--- src/rtl/feed_clutch_ctrl.sv ---
// Card-feed clutch controller: decides feed cycles at the decide angle,
// holds the latch magnet through the clutch sample, counts brush rows.
module feed_clutch_ctrl #(
  parameter int DECIDE_ANGLE = 300,
  parameter int LATCH_ANGLE  = 315,
  parameter int ROWS         = 12
) (
  input  logic       clk,
  input  logic       reset,
  input  logic       power,
  input  int         cont_angle,
  input  logic       sccb,
  input  logic       feed_req,
  input  logic       hopper_empty,
  output logic       clch_latch,
  output logic       feed_ack,
  output logic       busy,
  output logic       row_strobe,
  output logic [3:0] row_num,
  output logic       cycle_done,
  output logic       feed_check
);

  typedef enum logic [1:0] {
    IDLE,
    ENGAGE,
    RUN
  } state_t;

  localparam logic [3:0] ROWS_L = 4'(ROWS);

  state_t     state, state_n;
  logic       chain, chain_n;
  logic       sccb_d;
  logic       latch_n, ack_n, busy_n;
  logic       strobe_n, done_n, check_n;
  logic [3:0] row_n;

  logic decide, latch, rise, ok;

  assign decide = power && (cont_angle == DECIDE_ANGLE);
  assign latch  = power && (cont_angle == LATCH_ANGLE);
  assign rise   = power && sccb && !sccb_d;
  assign ok     = feed_req && !hopper_empty;

  always_comb begin
    state_n  = state;
    chain_n  = chain;
    latch_n  = clch_latch;
    ack_n    = 1'b0;
    strobe_n = 1'b0;
    done_n   = 1'b0;
    check_n  = feed_check;
    row_n    = row_num;
    unique case (state)
      IDLE: begin
        if (decide && ok) begin
          state_n = ENGAGE;
          latch_n = 1'b1;
          ack_n   = 1'b1;
        end
      end
      ENGAGE: begin
        if (latch) begin
          state_n = RUN;
          row_n   = 4'd0;
        end
      end
      RUN: begin
        if (rise) begin
          strobe_n = 1'b1;
          if (row_num != 4'hf)
            row_n = row_num + 4'd1;
        end
        if (decide) begin
          if (ok) begin
            ack_n   = 1'b1;
            chain_n = 1'b1;
          end else begin
            latch_n = 1'b0;
            chain_n = 1'b0;
          end
        end
        // End of cycle judges the count before any same-clock row edge
        if (latch) begin
          done_n  = 1'b1;
          chain_n = 1'b0;
          if (row_num != ROWS_L)
            check_n = 1'b1;
          if (chain) begin
            state_n = RUN;
            row_n   = 4'd0;
          end else begin
            state_n = IDLE;
            row_n   = row_num;
          end
        end
      end
      default: begin
        state_n = IDLE;
      end
    endcase
    busy_n = (state_n != IDLE);
  end

  always_ff @(posedge clk) begin
    if (reset) begin
      state      <= IDLE;
      chain      <= 1'b0;
      sccb_d     <= 1'b0;
      clch_latch <= 1'b0;
      feed_ack   <= 1'b0;
      busy       <= 1'b0;
      row_strobe <= 1'b0;
      row_num    <= 4'd0;
      cycle_done <= 1'b0;
      feed_check <= 1'b0;
    end else begin
      state      <= state_n;
      chain      <= chain_n;
      sccb_d     <= sccb;
      clch_latch <= latch_n;
      feed_ack   <= ack_n;
      busy       <= busy_n;
      row_strobe <= strobe_n;
      row_num    <= row_n;
      cycle_done <= done_n;
      feed_check <= check_n;
    end
  end

endmodule

--- config.mk ---
export PLATFORM = sky130hd
export DESIGN_NAME = feed_clutch_ctrl
export DESIGN_NICKNAME = d
export VERILOG_FILES = /design/src/rtl/feed_clutch_ctrl.sv
export SDC_FILE = /design/constraint.sdc
export NUM_CORES = 1
export LEC_CHECK = 0
export CELL_PAD_IN_SITES_DETAIL_PLACEMENT = 0
export CELL_PAD_IN_SITES_GLOBAL_PLACEMENT = 1
export CORE_MARGIN = 4
export CORE_UTILIZATION = 44
export CTS_BUF_LIST = sky130_fd_sc_hd__clkbuf_2
export DETAILED_ROUTE_END_ITERATION = 6
export DONT_BUFFER_PORTS = 1
export PLACE_DENSITY_LB_ADDON = 0.1
export SETUP_SLACK_MARGIN = 0.4
export SLEW_MARGIN = 40
export SYNTH_ARGS = -nofsm -noshare
export SYNTH_HDL_FRONTEND = slang
export SYNTH_SLANG_ARGS = --single-unit
export TNS_END_PERCENT = 100
--- constraint.sdc ---
create_clock -name clk -period 2.6 [get_ports clk]
set_clock_uncertainty 0.15 [all_clocks]
set_input_delay 0.52 -clock clk [delete_from_list [all_inputs] [get_ports clk]]
set_output_delay 0.52 -clock clk [all_outputs]
set_load 0.02 [all_outputs]
==> results of run 1 <==
-- flip-flops by register name, summed over array words and instances (netlist names) --
signal / cells
busy: 1
row_num: 4
feed_check: 1
chain: 1
cycle_done: 1
row_strobe: 1
sccb_d: 1
state: 2
clch_latch: 1
feed_ack: 1
-- cell usage after synthesis, drive strengths merged (2+ instances only) --
cell type  number  area [um2]
a21oi           6        30.0
a31oi           4        25.0
buf             2        12.5
clkbuf          2        8.75
dfxtp          14         280
ha              2        25.0
inv             2        7.51
nand2           3        11.3
nand2b          2        12.5
nand3           3        15.0
nand3b          4        30.0
nand4           3        25.0
nor2            4        15.0
nor2b           4        25.0
nor3            7        35.0
nor3b           2        15.0
nor4            6        50.0
nor4b           3        47.5
o21ai           4        20.0
or3             2        12.5
or4             3        22.5
-- worst reg2reg max path, cell delays in order, from the launching register on --
cell	delay, ns
dfxtp_1	0.46
ha_1	0.30
a311o_1	0.44
or4_1	0.49
a31oi_1	0.13
-- report_power, final --
group / internal [mW] / leakage, nW / total [mW] / switching, mW
registers: 0.216 / 0.113 / 0.216 / 0.000474
clock network: 0.0334 / 0.0140 / 0.105 / 0.0720
logic: 0.00873 / 0.134 / 0.0141 / 0.00539
-- cell families (layout without fill, tap and decap cells) --
family	count (synthesis)	count (layout)
AOI/OAI and AO/OA	20	20
adders and majority gates	2	2
buffers and inverters	6	9
DFF	14	14
muxes	1	1
and+or+nand+nor	51	51
-- final timing paths --
kind                            depth (start not counted)          to
worst max-delay path                                    4  row_num[3]
worst min-delay path                                    1      sccb_d
worst max register to register                          4  row_num[3]
worst min register to register                          2       chain
-- final cells by class --
class | count | area (um2)
fillers | 172 | 870
multi-input cells | 74 | 515
flip-flops and latches | 14 | 280
well taps | 25 | 31.3
repair buffers | 3 | 22.5
clock buffers | 3 | 15.0
inverters | 2 | 7.51
clock inverters | 1 | 3.75
-- per-stage QoR --
| stage | cell area (um2) | hold WS [ns] | utilization (%) | setup WS, ns | instances |
|---|---|---|---|---|---|
| floorplan | 825 | 0.309 | - | 0.541 | 94 |
| global placement | 857 | 0.335 | 49.1 | 0.462 | 118 |
| detailed placement | 857 | 0.337 | 49.1 | 0.415 | 118 |
| CTS | 876 | 0.120 | 50.2 | 0.572 | 122 |
| global route | 876 | 0.0962 | 50.2 | 0.475 | 122 |
| finish | 876 | 0.136 | 50.2 | 0.572 | 122 |
-- routing by layer --
layer	track usage (%)	up-vias	wire (um)
met5	0	-	0
met4	9.17	0	40
met3	6.12	4	218
met2	24.9	50	850
met1	19.4	333	848
li1	-	373	-
==> impl_results.md, run 1 <==
- Initial core utilization: 47.2%
- Diodes inserted: 0
- # resized after CTS: 0
- Fin. Hold Viols: 0
- Gpl congestion: 0.779
- YS warnings: 0
- Max-Cap Viols: 0
- Top Family by Delay on Critical Path: compound AO/OA/AOI/OAI gates
- Hold_sp: reset
- Peak supply drop: 0.000186 V
- Dpl hpwl: 1500 um
- Syn Nets: 134
- Crit path kind: flip-flop to flip-flop
- Hold buffer count at cts: 0
- Layout Nets: roughly 140
- Synth unique cells: 39
- First-pass GRT wire length: between 3000 and 4000 um
- CTS tree: yes
- DR vias: 760
- Fraction of layout cells with a size suffix above 1: 12.4%
- Final Power: 0.336 mW
- Wirelength per Cell: 16.0 um
- Final setup fails: 0
- R2R Setup Slk: around 0.57 ns
- Buffers & Inverters on Critical Path: 0
- Clock latency on the worst-skew pair: around 0.28 ns
- Tightest Hold Check Type: input port to flip-flop
- Die Area: 2630 um2
- Mapped Avg Cell Area: 8.77 um2
- DRT Pass-1 Iters: 4
- Final Cycle Share: 78.0%
- Root Buffer: clkbuf_2
- Antenna violations before repair: 0
- CP max stage delay: 0.49 ns
- Core area: 1750 um2
- Number of post-CTS setup repair buffers: 0
- Max-slew violation count: 0
- DRT iter0 DRCs: 15
- Post-route DRC: 0
- Fmax: 493 MHz
- Primary FF master, synth: dfxtp_1
- Worst Setup SP: row_num[0]
- Routed Antenna Nets: 0
- Origin of the critical flop-to-flop path: row_num[0]
- Relative max-transition margin: 66.3%
- Crit-path slowest cell: or4_1
- Setup_tns: 0 ns
- Die width: 51.3 um
- Leak pwr: around 0.26 nW
- Main combinational cell family by area after synthesis: simple AND/OR/NAND/NOR gates
- H-tree levels: 1
- Post-synthesis adder-cell area fraction: 3.03%
- Status: complete, no violations
- Min Clock Period, post-route: 2.03 ns
- Synth Instances: 94
- Die height: around 51 um
- Routed WL: ~2000 um
- Most common cell after layout, fill and taps aside: dfxtp_1
- Pwr/cell area: 383 nW/um2
- Worst Max-Slew Pin Slew: ~0.5 ns
- CP Cell Sequence: ha_1 > a311o_1 > or4_1 > a31oi_1
- Vias in the first global route: 738
- CTS max path bufs: 2
- Grt ovf: 0
- Crit path DAT: about 2.1 ns
- Sequential fraction of the synthesis area: 34.0%
- Simple-gate share of the synthesized area: 43.2%
- Crit-path max FO: 7
- # IOs: 48
- Crit end category: flip-flop
- Synthesized flop and latch total: 14
- Most frequent cells in the layout: dfxtp_1 (14), nor3_1 (7), a21oi_1 (6)
- EDFF count, synth: 0
- Post-synthesis compound-gate area fraction: 15.0%
- Via density per instance: about 6.2
- Multiplexer area fraction after synthesis: 1.21%
- Critical path required time: 2.67 ns
- Largest net degree at the start of global routing: 18
- RSZ-0062 raised after global routing: false
- Async S/R FF share, synth: 0%
- Synth Area in XOR/XNOR: 0%
- Setup crit start kind: flip-flop
- Post-Syn Area: 825 um2
- GRT Total Usage: 16.3%
- PortBufs: 0
- TritonCTS sink count: 14
- Area Overhead vs Synth: 6.22%
- TritonCTS Buffers: 3
- Clk slew on worst S/H paths: around 0.14 ns
- Site Rows: 15
Note: power is estimated with default switching activity, not from simulation.
==> run 2, diff against run 1 <==
==> constraint.sdc (replaced) <==
create_clock -name clk -period 2.05 [get_ports clk]
set_clock_uncertainty 0.15 [all_clocks]
set_input_delay 0.41 -clock clk [delete_from_list [all_inputs] [get_ports clk]]
set_output_delay 0.41 -clock clk [all_outputs]
set_load 0.02 [all_outputs]
==> impl_results.md, run 2 (same netlist as run 1, synthesis figures left out) <==
- Max-Cap Viols: 0
- Int Pwr: roughly 0.33 mW
- Most frequent cells in the layout: buf_4 (17), dfxtp_1 (10), nor3_1 (5)
- # IOs: 48
- Critical path required time: 2.13 ns
- Peak supply drop: a little under 0.0002 V
- Fin. Hold Viols: 0
- Tightest Hold Check Type: input port to flip-flop
- Die width: 51.3 um
- Fmax: between 500 and 600 MHz
- R2R Setup Slk: 0.36 ns
- Clock share of power: 31.1%
- Final WS setup: between 0.3 and 0.4 ns
- Gpl congestion: 0.808
- Final Cycle Share: 82.2%
- Buffers & Inverters on Critical Path: 0
- Antenna violations before repair: 0
- Gate power share: 6.1%
- Initial core utilization: a little under half
- GRT Total Usage: 17.2%
- CTS max path bufs: 2
- Origin of the critical flop-to-flop path: row_num[1]
- Worst R2R End: row_num[3]
- Largest register FFs: 4
- Final Power: roughly 0.43 mW
- Die height: roughly 51 um
- Relative max-transition margin: 80.9%
- Routed Antenna Nets: 0
- Switching power: 0.102 mW
- First-pass GRT wire length: ~3500 um
- Register area: a little under 300 um2
- Final setup fails: 0
- Crit-path slowest cell: or4_1
- Min Clock Period, post-route: around 1.7 ns
- Core area: 1750 um2
- Largest net degree at the start of global routing: 18
- Crit path kind: flip-flop to flip-flop
- Worst Max-Slew Pin Slew: 0.284 ns
- Pre-CTS WS: about 0.079 ns
- Worst Setup SP: row_num[1]
- Layout Nets: 154
- Hold buffer count at cts: 0
- H-tree levels: 1
- Clock latency on the worst-skew pair: 0.28 ns
- Biggest register: row_num
- CP max stage delay: 0.42 ns
- TritonCTS sink count: 14
- Setup crit start kind: flip-flop
- Crit end category: flip-flop
- Setup_tns: 0 ns
- Grt ovf: 0
- CTS tree: yes
- Switching share of power: 23.5%
- Hold_sp: reset
- CP Cell Sequence: ha_4 > a311o_1 > or4_1 > a31oi_1
- Vias in the first global route: 846
- Regs by FF count: row_num: 4 flops, state: 2 flops
- Diodes inserted: 0
- Max-slew violation count: 0
- DR vias: 860
- Routed WL: 2250 um
- DRT Pass-1 Iters: 4
- Hold path endpoint: state[1]
- Post-route DRC: 0
- Crit path DAT: 1.76 ns
- Filler cell count: 153
- Status: complete, no violations
- RSZ-0062 raised after global routing: true
- DRT iter0 DRCs: 9
- Leak pwr: 0.361 nW
- Clk slew on worst S/H paths: 0.15 ns
- Top Layer Used: met4
- Top Family by Delay on Critical Path: compound AO/OA/AOI/OAI gates
- Crit-path max FO: 4
- Most common cell after layout, fill and taps aside: buf_4
- Area Overhead vs Synth: 39.0%
- Hold path cells: 1
- Fraction of layout cells with a size suffix above 1: 42.5%
- Die Area: roughly 2600 um2
- Site Rows: 15
- Wirelength per Cell: roughly 16 um
- Reg2Reg Depth: 4
- Met3 WL: 178 um
- TritonCTS Buffers: 3
- Wl on met1: approximately 900 um
- Met2 routed WL: 1100 um
- Part of the power in registers: 62.9%
- Pwr/cell area: 377 nW/um2
- Hold Slack: 0.0133 ns
- Root Buffer: clkbuf_2
- Dpl hpwl: 1640 um
- Multi-input logic area: around 650 um2
- PortBufs: 0
- Via density per instance: 6.23
## run 2: cell types whose count changed in the layout (fill, tap and decap cells not counted), sizes merged
cell / previous run / this run
buf: 3 / 19
## run 2: per-stage QoR
stage                     cell area [um2]  util, %  std cells
after floorplan                       903        -         94
after global placement                978     56.1        125
after detailed placement              978     56.1        125
after CTS                            1060     60.6        133
after global routing                 1150     65.7        138
final                                1150     65.7        138
## run 2: power by group through the flow
stage	Clock [mW]	Combinational [mW]	Sequential [mW]
2_1_floorplan	0	0.0225	0.280
3_3_place_gp	0	0.0219	0.280
3_5_place_dp	0	0.0221	0.280
4_1_cts	0.136	0.0252	0.273
5_1_grt	0.150	0.0280	0.272
6_report	0.134	0.0263	0.272
## run 2: cell type report
| class | count | area share, % |
|---|---|---|
| multi-input combinational | 74 | 56.6 |
| sequential | 14 | 25.3 |
| timing repair buffer | 19 | 13.1 |
| tap | 25 | 2.73 |
| clock buffer | 3 | 1.31 |
| inverter | 2 | 0.655 |
| clock inverter | 1 | 0.328 |
## run 2: worst max path at each step
stage	end	slack, ns	cells past startpoint
6_report	row_num[3]	0.36	4
5_1_grt	row_num[3]	0.30	4
4_1_cts	row_num[3]	0.39	4
3_5_place_dp	clch_latch	0.08	5
3_3_place_gp	clch_latch	0.11	5
2_1_floorplan	clch_latch	0.22	5
## run 2: routing by layer
layer / vias to the layer above / GRT usage, %
met5: - / 0
met4: 0 / 10.0
met3: 7 / 2.62
met2: 46 / 28.1
met1: 400 / 21.3
li1: 407 / -
## run 2: timing repair
action                                  in CTS  in global routing
pin swaps                                    7                  5
endpoints found under the hold margin        0                  7
gates resized for setup                      8                 12
setup buffers                                4                  5
endpoints found under the setup margin       4                  8
